`src/rtl/reg_file_write_arbiter.sv`:
```
// Round-robin arbiter sharing the register file write port among NUM_REQ writeback
// requesters, with a one-stage registered write and optional register-0 protection.
module reg_file_write_arbiter #(
    parameter int NUM_REQ      = 4,
    parameter int ADDR_WIDTH   = 8,
    parameter int DATA_WIDTH   = 8,
    parameter int PROTECT_ZERO = 1,
    parameter int CNT_WIDTH    = 8
) (
    input  logic                            clock,
    input  logic                            reset_n,
    input  logic                            stall,
    input  logic [NUM_REQ-1:0]              req_valid,
    input  logic [NUM_REQ*ADDR_WIDTH-1:0]   req_addr,
    input  logic [NUM_REQ*DATA_WIDTH-1:0]   req_data,
    output logic [NUM_REQ-1:0]              req_ready,
    output logic                            rf_write_ctrl,
    output logic [ADDR_WIDTH-1:0]           rf_write_addr,
    output logic [DATA_WIDTH-1:0]           rf_write_data,
    output logic [$clog2(NUM_REQ)-1:0]      grant_id,
    output logic [CNT_WIDTH-1:0]            dropped_count
);

    localparam int IDX_W = $clog2(NUM_REQ);

    function automatic logic [CNT_WIDTH-1:0] sat_inc(input logic [CNT_WIDTH-1:0] cnt);
        return (&cnt) ? cnt : cnt + CNT_WIDTH'(1);
    endfunction

    function automatic logic [IDX_W-1:0] next_ptr(input logic [IDX_W-1:0] w);
        return (w == IDX_W'(NUM_REQ - 1)) ? '0 : w + IDX_W'(1);
    endfunction

    logic [IDX_W-1:0]      rr_ptr;
    logic [IDX_W-1:0]      cand_idx;
    logic [IDX_W-1:0]      win_idx_p0;
    logic                  vld_p0;
    logic [ADDR_WIDTH-1:0] win_addr_p0;
    logic [DATA_WIDTH-1:0] win_data_p0;
    logic                  suppress_p0;

    logic                  vld_p1;
    logic [ADDR_WIDTH-1:0] addr_p1;
    logic [DATA_WIDTH-1:0] data_p1;
    logic [IDX_W-1:0]      gid_p1;
    logic [CNT_WIDTH-1:0]  drop_cnt;

    // Stage p0: rotating priority scan from rr_ptr; grant never looks at addr/data
    always_comb begin
        win_idx_p0 = '0;
        vld_p0     = 1'b0;
        cand_idx   = '0;
        for (int k = 0; k < NUM_REQ; k++) begin
            cand_idx = IDX_W'((int'(rr_ptr) + k) % NUM_REQ);
            if (!vld_p0 && req_valid[cand_idx]) begin
                vld_p0     = 1'b1;
                win_idx_p0 = cand_idx;
            end
        end
        if (stall || !reset_n) begin
            vld_p0 = 1'b0;
        end

        req_ready   = '0;
        win_addr_p0 = '0;
        win_data_p0 = '0;
        for (int k = 0; k < NUM_REQ; k++) begin
            if (IDX_W'(k) == win_idx_p0) begin
                req_ready[k] = vld_p0;
                win_addr_p0  = req_addr[k*ADDR_WIDTH +: ADDR_WIDTH];
                win_data_p0  = req_data[k*DATA_WIDTH +: DATA_WIDTH];
            end
        end
        suppress_p0 = (PROTECT_ZERO != 0) && (win_addr_p0 == '0);
    end

    // Stage p1: registered write; a suppressed write still updates addr/data/id
    always_ff @(posedge clock or negedge reset_n) begin
        if (!reset_n) begin
            rr_ptr   <= '0;
            vld_p1   <= 1'b0;
            addr_p1  <= '0;
            data_p1  <= '0;
            gid_p1   <= '0;
            drop_cnt <= '0;
        end else begin
            vld_p1 <= vld_p0 && !suppress_p0;
            if (vld_p0) begin
                rr_ptr  <= next_ptr(win_idx_p0);
                addr_p1 <= win_addr_p0;
                data_p1 <= win_data_p0;
                gid_p1  <= win_idx_p0;
                if (suppress_p0) begin
                    drop_cnt <= sat_inc(drop_cnt);
                end
            end
        end
    end

    assign rf_write_ctrl = vld_p1;
    assign rf_write_addr = addr_p1;
    assign rf_write_data = data_p1;
    assign grant_id      = gid_p1;
    assign dropped_count = drop_cnt;

endmodule
```
`config.mk`:
```
export PLATFORM = sky130hd
export DESIGN_NAME = reg_file_write_arbiter
export DESIGN_NICKNAME = d
export VERILOG_FILES = /design/src/rtl/reg_file_write_arbiter.sv
export SDC_FILE = /design/constraint.sdc
export NUM_CORES = 1
export LEC_CHECK = 0
export ABC_AREA = 1
export CAP_MARGIN = 30
export CORE_UTILIZATION = 30
export CTS_CLUSTER_SIZE = 16
export DETAILED_ROUTE_END_ITERATION = 8
export PLACE_DENSITY = 0.59
export SLEW_MARGIN = 25
export SYNTH_ARGS = -nofsm -noshare
export SYNTH_HDL_FRONTEND = slang
export SYNTH_SLANG_ARGS = --single-unit
export TNS_END_PERCENT = 50
```
`constraint.sdc`:
```
create_clock -name clock -period 3.15 [get_ports clock]
set_input_delay 0.63 -clock clock [delete_from_list [all_inputs] [get_ports clock]]
set_output_delay 0.63 -clock clock [all_outputs]
set_load 0.005 [all_outputs]
```
## Yosys cells after proc, flatten, opt, wreduce, memory -nomap -nowiden

Cells that the tools add are included.

- Output and inout port bits: 31
- Register bits after elaboration: 29
- Word-level logic and storage cells: 64
- Bits of input ports: 71

- Equality and inequality tests: 4
- Mux-type cells: 30
- $add $sub $neg: 5
- Bitwise logic cells: 1
- Reduce and logical (&&, ||, !) cells: 14
- $lt $le $gt $ge: 4

Operators by type and width:

| cell | count |
|---|---|
| $mux W8 | 8 |
| $mux W1 | 13 |
| $lt A2 B3 Y1 const B | 4 |
| $mux W2 | 5 |
| $add A8 B1 Y8 const B | 1 |
| $bmux W1 S2 | 4 |
| $logic_not A8 Y1 | 1 |
| $reduce_and A8 Y1 | 1 |
| $logic_not A1 Y1 | 5 |
| $add A2 B1 Y2 const B | 2 |
| $add A2 B2 Y2 const B | 2 |
| $eq A2 B2 Y1 const A | 2 |
| $logic_and A1 B1 Y1 | 4 |
| $reduce_and A3 Y1 | 1 |
| $eq A1 B2 Y1 const A | 1 |
| $eq A2 B2 Y1 const B | 1 |
| $logic_not A2 Y1 | 1 |
| $logic_or A1 B1 Y1 | 1 |
| $not A1 Y1 | 1 |

## Longest topological paths before layout

Gate-level depths: netlist of run 1.

- Word-level depth: 20
- Mapped depth: 26
- Gate-level depth less buffers: 23

## Worst setup path after synthesis of run 1

Ideal clock, no wire load.

- Path type: in2out
- Start: input req_valid[0]
- End: output req_ready[3]
- Arrival time: 2436 ps
- Cell stages on the path: 15
- Slack: 84 ps
- Cell sequence: inv_1 -> nand2_2 -> nand3_1 -> nand2_1 -> nor2_4 -> nand2_1 -> nand2_1 -> nand2_1 -> nand3_1 -> inv_1 -> ha_1 -> buf_2 -> inv_1 -> clkbuf_1 -> nor2_1

- Cells in the longest elaborated chain, start to end: 14
- Elaborated cells on any way between the ends: 25

RTL lines:

| item | line | RTL |
|---|---|---|
| start: declaration | 13 | `input logic [NUM_REQ-1:0] req_valid,` |
| $bmux W1 S2 | 55 | `if (!vld_p0 && req_valid[cand_idx]) begin` |
| $mux W1 (implied by the code) | 55 |  |
| $mux W1 | 55 |  |
| $logic_not A1 Y1 | 55 |  |
| $logic_and A1 B1 Y1 | 55 |  |
| $mux W1 | 55 |  |
| $logic_not A1 Y1 | 55 |  |
| $logic_and A1 B1 Y1 | 55 |  |
| $mux W1 | 55 |  |
| $logic_not A1 Y1 | 55 |  |
| $logic_and A1 B1 Y1 | 55 |  |
| $mux W2 (*) | 55 |  |
| via win_idx_p0[0] | 36 | `logic [IDX_W-1:0] win_idx_p0;` |
| $eq A2 B2 Y1 (*) | 68 | `if (IDX_W'(k) == win_idx_p0) begin` |
| $mux W1 (*) | 68 |  |
| end: declaration | 16 | `output logic [NUM_REQ-1:0] req_ready,` |

The timed path passes the listed nets; every way through them passes the cells marked *. The select of a mux whose other input is x is not followed.

## Final worst setup path of run 1

- Start: register rr_ptr[1]
- End: output req_ready[0]

- Cells in the longest elaborated chain, start to end: 14
- Elaborated cells on any way between the ends: 28

RTL lines:

| item | line | RTL |
|---|---|---|
| start: declaration | 34 | `logic [IDX_W-1:0] rr_ptr;` |
| start signal: assignment | 89 | `rr_ptr <= next_ptr(win_idx_p0);` |
| parallel branches: the longest is 13 deep, another holds $add A2 B1 Y2 | - |  |
| $mux W1 (*) | 68 |  |

Every way passes the cells marked *. The select of a mux whose other input is x is not followed.

==> results of run 1 <==
-- through the flow --
step / hold slack, ns / area, sq um / TNS (ns) / setup slack, ns / utilization, %
final: 0.476 / 3920 / 0 / 0.194 / 54.3
after floorplan: 0.334 / 2230 / 0 / 0.0838 / -
after global routing: 0.500 / 3920 / -0.0274 / -0.0126 / 54.3
after CTS: 0.480 / 3600 / -0.154 / -0.0307 / 49.9
after global placement: 0.463 / 3450 / -5.65 / -0.348 / 47.8
after detailed placement: 0.464 / 3450 / -6.83 / -0.416 / 47.8
-- layout make-up --
type                    instances  area [sq um]  area share [%]
multi-input cells             269          1570            40.0
repair buffers                137          1340            34.2
flip-flops and latches         29           727            18.6
well taps                      99           124            3.16
clock buffers                   7          86.3            2.21
inverters                      16          70.1            1.79
-- Yosys cell counts (2+ instances only) --
master,number
ha_1,5
o211ai_2,8
a21oi_2,2
xnor2_1,2
xor2_1,4
o21ai_0,12
nor2_1,28
buf_2,2
nand2_2,7
nand3_1,22
nor2_2,2
buf_4,3
o21ai_2,2
inv_1,13
buf_6,8
nand2_1,149
nor2_4,2
nand2_4,2
dfrtp_1,29
a21oi_1,15
-- worst max-delay path: stages, from the launching register on --
cell and delay, ns:
dfrtp_1 0.43, inv_1 0.18, nand2_1 0.11, nand2_2 0.09, nand2_2 0.07, nand2_2 0.08
nor2_4 0.18, nand2_2 0.10, nand2_2 0.07, nand2_2 0.07, nand3_4 0.10, buf_4 0.12
ha_2 0.18, inv_2 0.05, nor2_2 0.11, clkbuf_2 0.12
-- cells by family after synthesis --
group | synth area share, %
adder cells (fa/ha/maj) | 2.80
XOR/XNOR | 2.35
AO/OA/AOI/OAI | 12.1
flip-flops | 32.5
buffers and inverters | 8.68
AND/OR/NAND/NOR | 41.6
-- timing repair --
item | in CTS | in global routing
resized for setup | 18 | 72
setup buffers | 2 | 6
setup endpoints to repair | 14 | 21
gates cloned | 1 | 1
pin swaps | 6 | 27
-- how the worst max path moves through the flow --
stage            startpoint               end  slack [ns]  depth (start not counted)
2_1_floorplan  req_valid[0]      req_ready[3]        0.08                         15
3_3_place_gp   req_valid[3]  dropped_count[1]       -0.35                         24
6_report          rr_ptr[1]      req_ready[0]        0.19                         15
3_5_place_dp   req_valid[3]  dropped_count[6]       -0.42                         23
5_1_grt           rr_ptr[1]  dropped_count[4]       -0.01                         23
4_1_cts        req_valid[1]      req_ready[1]       -0.03                         15
-- registers in the layout, indices dropped and copies added, names as in the netlist --
| signal | cells |
|---|---|
| rr_ptr | 2 |
| dropped_count | 8 |
| grant_id | 2 |
| rf_write_ctrl | 1 |
| rf_write_data | 8 |
| rf_write_addr | 8 |
-- routing by layer --
layer	share of wire (%)	GRT usage, %	up-vias
met5	0	0	-
met4	0.62	3.67	0
met3	7.6	4.38	7
met2	49	31.4	77
met1	43	21.0	1160
li1	-	-	1298
==> results.toml, run 1 <==
[cts]
cts_tree = "built"
ctsHoldBuffers = 0
h-tree-depth = 2
clock-sinks = 29
cts_buffers = 5
clockRootBuffer = "clkbuf_8"
clockBufferDepth = 2
cts.clk_slew.worst_paths_ns = 0.06
clock_latency_ns = 0.27

[floorplan]
fp-row-count = 31
core_area_sq_um = 7210
boundaryPins = 102
die_w_um = 88.3
die_h_um = 88.3
dieArea_sq_um = 7800
initial_utilization_pct = 31.0

[outcome]
status = "finished clean"

[layout]
final_common_cell = "nand2_1"
drive_gt1_share_pct = 28.2
syn2layout_area_growth_pct = 75.2
n_antenna_cell = 0
fillers = 699
nNetsFinal = 534
final_cell_mix = "nand2_1 (130), clkdlybuf4s50_1 (93), dfrtp_1 (28), buf_4 (28), nand2_2 (24)"
instances_no_fill = 557

[setup_path]
crit_arrival_ns = 2.33
worst_ep_required_time_ns = 2.52
critPathMaxFanout = 6
start_kind = "flip-flop"
r2r_end = "dropped_count[4]"
critPathKind = "flip-flop to primary output"
worstRegToRegCells = 23
end_kind = "primary output"
r2r_start = "rr_ptr[1]"
reg2reg_slack_ns = 0.20

[synthesis]
synth_warnings = 0
seq_area_frac_synth_pct = 32.5
synth_top_area_share_pct = 32.5
synth_top_area_cell = "dfrtp_1"
async_reset_ff_share_pct = 100
synth_edf_count = 0
synthFlopType = "dfrtp_1"
synth.net_count = 403
syn_inst = 327
synthesis.area_sq_um = 2230
synth_area_leaders = "dfrtp_1 (32%), nand2_1 (25%), nand3_1 (4.9%), nor2_1 (4.7%), o211ai_2 (4.5%)"
postSynthAreaPerCell_sq_um = 6.83
ys_ff_latch = 29
ys_types = 30

[global_route]
track_usage_pct = 17.5
grt_max_degree = 30
grt_pass1_vias = 2424
grt_first_pass_wirelength_mm = 10.7
antenna_found_initial = 0
grt_overflow = 0

[drt]
drt_iter0_drc = 77
drt_wl_total_mm = 7.07
drc_errors = 0
drt_first_pass_iters = 4
avgRoutedWirePerCell_um = 12.7
vias = 2542
drtAntennaViolNets = 0
via_per_inst = 4.56

[timing]
period_needed_ns = 2.96
drv_slew = 0
finalHoldViolations = 0
skew_ns = 0.00380
fmax_mhz = 338
worst_slew_pin_slew_ns = 0.377
max-slew-margin-rel_pct = 74.9
fin_crit_sh_pct = 93.8
setup_violations = 0

[placement]
hpwl_mm = 5.21
place_congestion = 0.802
port_buffers = 101
dp_cells = 540

[min_path]
hold_class = "flip-flop to flip-flop"
hold_depth = 2
min_from = "rf_write_addr[6]"
whs_endpoint = "rf_write_addr[6]"

[run]
maxCapViolCount = 0
Power of run 1 is not shown: default switching activity piles up to over one toggle a cycle in this logic, so the estimate is an artifact.
==> inputs of run 2 (changes only) <==
GPL_ROUTABILITY_DRIVEN = 1   (was not set)
clock period = 3.3 ns   (was 3.15 ns; I/O delays follow)
==> run 2 against run 1 <==
Net effect:
- utilization down 2.8 points
- hold slack better by 0.0035 ns
- count of clock-buffer cells in the layout up 1
- sequential cell count unchanged
- critical path depth down 1
- critical endpoint is now req_ready[2]
- largest cell class unchanged
==> results.toml, run 2 (synthesis results as in run 1) <==
[outcome]
status = "finished clean"

[placement]
post-place-ws_ns = -0.312
place_congestion = 0.804
dp_cells = 538
hpwl_mm = 5.26
port_buffers = 101

[min_path]
min_from = "rf_write_addr[7]"
whs_endpoint = "rf_write_addr[7]"
hold_depth = 2
hold_class = "flip-flop to flip-flop"

[layout]
final_common_cell = "nand2_1"
utilization_pct = 51.4
syn2layout_area_growth_pct = 66.0
final_cell_mix = "nand2_1 (141), clkdlybuf4s50_1 (96), dfrtp_1 (29), buf_4 (28), nor2_1 (25)"
drive_gt1_share_pct = 20.5
instances_no_fill = 553
nNetsFinal = 529
n_antenna_cell = 0

[setup_path]
worstRegToRegCells = 22
end_kind = "primary output"
r2r_start = "rr_ptr[0]"
worst_ep_required_time_ns = 2.64
critPathKind = "input port to primary output"
crit_arrival_ns = 2.52
start_kind = "input port"
reg2reg_slack_ns = 0.22
r2r_end = "dropped_count[5]"
critPathMaxFanout = 5

[global_route]
grt_max_degree = 30
track_usage_pct = 17.5
antenna_found_initial = 0
grt_first_pass_wirelength_mm = 10.7
grt_pass1_vias = 2352
grt_overflow = 0

[drt]
avgRoutedWirePerCell_um = 12.9
drtAntennaViolNets = 0
drt_wl_total_mm = 7.11
drt_first_pass_iters = 4
via_per_inst = 4.54
drt_iter0_drc = 64
vias = 2511
drc_errors = 0

[timing]
skew_ns = 0.00255
setup_violations = 0
finalWorstSetupSlack_ns = 0.118
fmax_mhz = 314
drv_slew = 0
tns_ns = 0
finalHoldViolations = 0
fin_crit_sh_pct = 96.4
period_needed_ns = 3.18
worst_slew_pin_slew_ns = 0.472
max-slew-margin-rel_pct = 68.5

[pwr]
p_int_mw = 2.46
p_leak_nw = 1.85
combPwrFrac_pct = 82.5
finalPower_mw = 4.85
switching_share_pct = 49.4
switching_power_mw = 2.39
seqPwrFrac_pct = 11.9
clkPwrFrac_pct = 5.6
power_density_nw_per_um2 = 1310
ir_worst_vdd_mv = 0.547

[cts]
clockBufferDepth = 2
cts_buffers = 5
clock-sinks = 29
cts_tree = "built"
ctsHoldBuffers = 0
cts.clk_slew.worst_paths_ns = 0.06
clockRootBuffer = "clkbuf_8"
h-tree-depth = 2
clock_latency_ns = 0.27

[floorplan]
dieArea_sq_um = 7800
die_h_um = 88.3
initial_utilization_pct = 31.0
fp-row-count = 31
die_w_um = 88.3
boundaryPins = 102
core_area_sq_um = 7210

[run]
maxCapViolCount = 0
## run 2: worst max-delay path, cell delays in order
cell and delay [ns]:
clkdlybuf4s50_1 0.41, inv_1 0.10, nand2_2 0.08, nand3_2 0.10, nand2_2 0.07, nor2_4 0.17
nand2_2 0.09, nand2_1 0.08, nand2_2 0.07, nand3_4 0.13, ha_4 0.15, inv_2 0.04
nor2_1 0.10, dlygate4sd2_1 0.28
## run 2: area by class of cell
cell class,instances,area [sq um]
Clock buffer,8,80.1
Fill cell,747,3500
Inverter,16,70.1
Multi-Input combinational cell,268,1430
Sequential cell,29,726
Tap cell,99,124
Timing Repair Buffer,133,1280
## run 2: per-layer routing
layer  share of wire (%)  track usage, %  routed length (um)  up-vias
li1                    -               -                   -     1286
met1                  44            22.2                3140     1150
met2                  48            31.1                3450       71
met3                 7.0            3.82                 498        4
met4                0.41            2.64                  29        0
met5                   0               0                   0        -
## run 2: how the worst max path moves through the flow
stage	slack, ns	depth (start not counted)	endpoint	startpoint
after floorplan	0.17	15	req_ready[3]	req_valid[0]
after global placement	-0.26	24	dropped_count[1]	req_valid[3]
after detailed placement	-0.31	24	dropped_count[5]	req_valid[3]
after CTS	0.05	14	req_ready[3]	req_valid[1]
after global routing	-0.02	22	dropped_count[0]	req_valid[3]
final	0.12	14	req_ready[2]	req_valid[0]
## run 2: per-stage QoR
stage / cell area (sq um) / hold slack [ns]
4_1_cts: 3540 / 0.482
6_report: 3710 / 0.479
3_3_place_gp: 3430 / 0.464
2_1_floorplan: 2230 / 0.364
3_5_place_dp: 3430 / 0.465
5_1_grt: 3710 / 0.499
## run 2: what timing repair did
item	CTS	global route
setup endpoints to repair	13	21
pin swaps	2	14
gates cloned	0	1
gates resized for setup	11	34
hold endpoints to repair	0	0
buffers inserted	1	5
## run 2: power groups by stage
stage | clock [mW] | sequential [mW] | combinational (mW)
global placement | 0 | 0.577 | 3.47
CTS | 0.283 | 0.576 | 3.55
detailed placement | 0 | 0.582 | 3.49
global route | 0.303 | 0.592 | 4.46
finish | 0.273 | 0.577 | 4.00
floorplan | 0 | 0.559 | 2.27
No activity file was read; power rests on OpenSTA's default activity.
==> inputs of run 3 (changes only) <==
RECOVER_POWER = 50   (was not set)
==> run 3 against run 2 <==
Net effect:
- the run now ends with capacitance limit, slew limit left
- register-to-register slack barely moved
- maximum frequency barely moved
- utilization barely moved
- sequential share of layout area barely moved
- hold slack got worse by 0.0090 ns
- critical path type unchanged
- largest cell class unchanged
==> results.toml, run 3 (synthesis results as in run 1) <==
[pwr]
power_density_nw_per_um2 = 1300
p_leak_nw = 1.86
finalPower_mw = 4.83
ir_worst_vdd_mv = 0.547

[timing]
period_needed_ns = 3.18
max-slew-margin-rel_pct = -5.61
drv_slew = 30
fmax_mhz = 314
setup_violations = 0
finalHoldViolations = 0
worst_slew_pin_slew_ns = 1.58
fin_crit_sh_pct = 96.4
holdWs_ns = 0.470
finalWorstSetupSlack_ns = 0.117
skew_ns = 0.00305

[cts]
cts_tree = "built"
clockBufferDepth = 2
clock_latency_ns = 0.27
h-tree-depth = 2
cts_buffers = 5
ctsHoldBuffers = 0
clockRootBuffer = "clkbuf_8"
clock-sinks = 29
cts.clk_slew.worst_paths_ns = 0.06

[layout]
instances_no_fill = 554
regArea_sq_um = 726
final_cell_mix = "nand2_1 (141), clkdlybuf4s50_1 (84), dfrtp_1 (29), buf_4 (27), nor2_1 (25)"
multi_input_area_sq_um = 1430
nNetsFinal = 529
drive_gt1_share_pct = 20.3
fillers = 748
syn2layout_area_growth_pct = 66.0
final_common_cell = "nand2_1"

[drt]
drt_iter0_drc = 69
avgRoutedWirePerCell_um = 12.8
vias = 2518
via_per_inst = 4.55
drc_errors = 0
drt_wl_total_mm = 7.09
drtAntennaViolNets = 0
drt_first_pass_iters = 4

[setup_path]
critPathSlowestCell = "clkdlybuf4s50_1"
slowest_delay_ns = 0.41
end_kind = "primary output"
crit_arrival_ns = 2.52
critPathKind = "input port to primary output"
critPathTopFamily = "simple AND/OR/NAND/NOR gates"
start_kind = "input port"
crit_top_cell = "nand2_2"
path_buf_inv = 4
crit_chain = "clkdlybuf4s50_1 > inv_1 > nand2_2 > nand3_2 > nand2_2 > nor2_4 > nand2_2 > nand2_1 > nand2_2 > nand3_4 > ha_4 > inv_2 > nor2_1 > dlygate4sd2_1"
worst_ep_required_time_ns = 2.64
critPathMaxFanout = 5

[global_route]
grt_overflow = 0
grt_first_pass_wirelength_mm = 10.7
track_usage_pct = 17.5
grt_pass1_vias = 2352
grt_max_degree = 30
antenna_found_initial = 1

[outcome]
status = "finished with violations"
failed_checks = "capacitance limit, slew limit"

[placement]
post-place-ws_ns = -0.312
dp_cells = 538
place_congestion = 0.804
hpwl_mm = 5.26
port_buffers = 101

[floorplan]
core_area_sq_um = 7210
die_w_um = 88.3
initial_utilization_pct = 31.0
boundaryPins = 102
fp-row-count = 31
dieArea_sq_um = 7800
die_h_um = 88.3

[min_path]
hold_class = "flip-flop to flip-flop"

[run]
maxCapViolCount = 1
## run 3: worst reg2reg max path, cell delays in order, from the launching register on
cell and delay, ns:
dfrtp_1 0.63, inv_6 0.10, nand2_1 0.10, nand2_2 0.08
nand2_2 0.08, nand2_2 0.09, nor2_4 0.15, nand2_2 0.09
nand2_1 0.08, nand2_2 0.07, nand3_4 0.13, ha_4 0.15
inv_2 0.04, buf_6 0.14, or2_1 0.21, nand3_1 0.08
nand2_1 0.07, nor2_1 0.13, nand2_2 0.12, nor2_8 0.20
nand2_4 0.11, nand2_1 0.08, nand2_1 0.05
## run 3: final timing paths
kind,to,startpoint,slack [ns],depth (start not counted)
worst max register to register,dropped_count[5],rr_ptr[0],0.22,22
worst max-delay path,req_ready[2],req_valid[0],0.12,14
max in group asynchronous,grant_id[1],reset_n,0.99,2
min in group asynchronous,rf_write_addr[1],reset_n,1.39,2
worst min register to register,rf_write_addr[7],rf_write_addr[7],0.47,2
worst min-delay path,rf_write_addr[7],rf_write_addr[7],0.47,2
## run 3: what timing repair did
item / in CTS / in global routing
endpoints found under the setup margin: 13 / 21
resized for setup: 11 / 34
pin swaps: 2 / 14
setup buffers: 1 / 5
gates cloned: 0 / 1
hold endpoints to repair: 0 / 0
## run 3: layout make-up
cell class | count | share of cell area (%)
Multi-Input combinational cell | 268 | 38.5
Timing Repair Buffer | 133 | 34.5
Sequential cell | 29 | 19.6
Tap cell | 99 | 3.34
Clock buffer | 8 | 2.16
Inverter | 16 | 1.89
Antenna cell | 1 | 0.0675
## run 3: report_power, final
| group | switching (mW) | internal, mW | total [mW] | leakage, nW |
|---|---|---|---|---|
| logic | 2.18 | 1.80 | 3.98 | 1.45 |
| registers | 0.0927 | 0.481 | 0.574 | 0.375 |
| clock network | 0.124 | 0.149 | 0.273 | 0.0395 |
| total | 2.39 | 2.43 | 4.83 | 1.86 |
## run 3: per-layer routing
layer | wire length (um) | vias up | part of all wire [%] | track usage [%]
met5 | 0 | - | 0 | 0
met1 | 3150 | 1155 | 44 | 22.2
met3 | 474 | 4 | 6.7 | 3.82
met2 | 3440 | 71 | 48 | 31.1
li1 | - | 1288 | - | -
met4 | 29 | 0 | 0.41 | 2.64
## run 3: stage by stage
step           area, sq um  TNS, ns  utilization, %
2_1_floorplan         2230        0               -
3_3_place_gp          3430    -3.83            47.6
3_5_place_dp          3430    -4.74            47.6
4_1_cts               3540        0            49.0
5_1_grt               3710   -0.142            51.4
6_report              3710        0            51.4
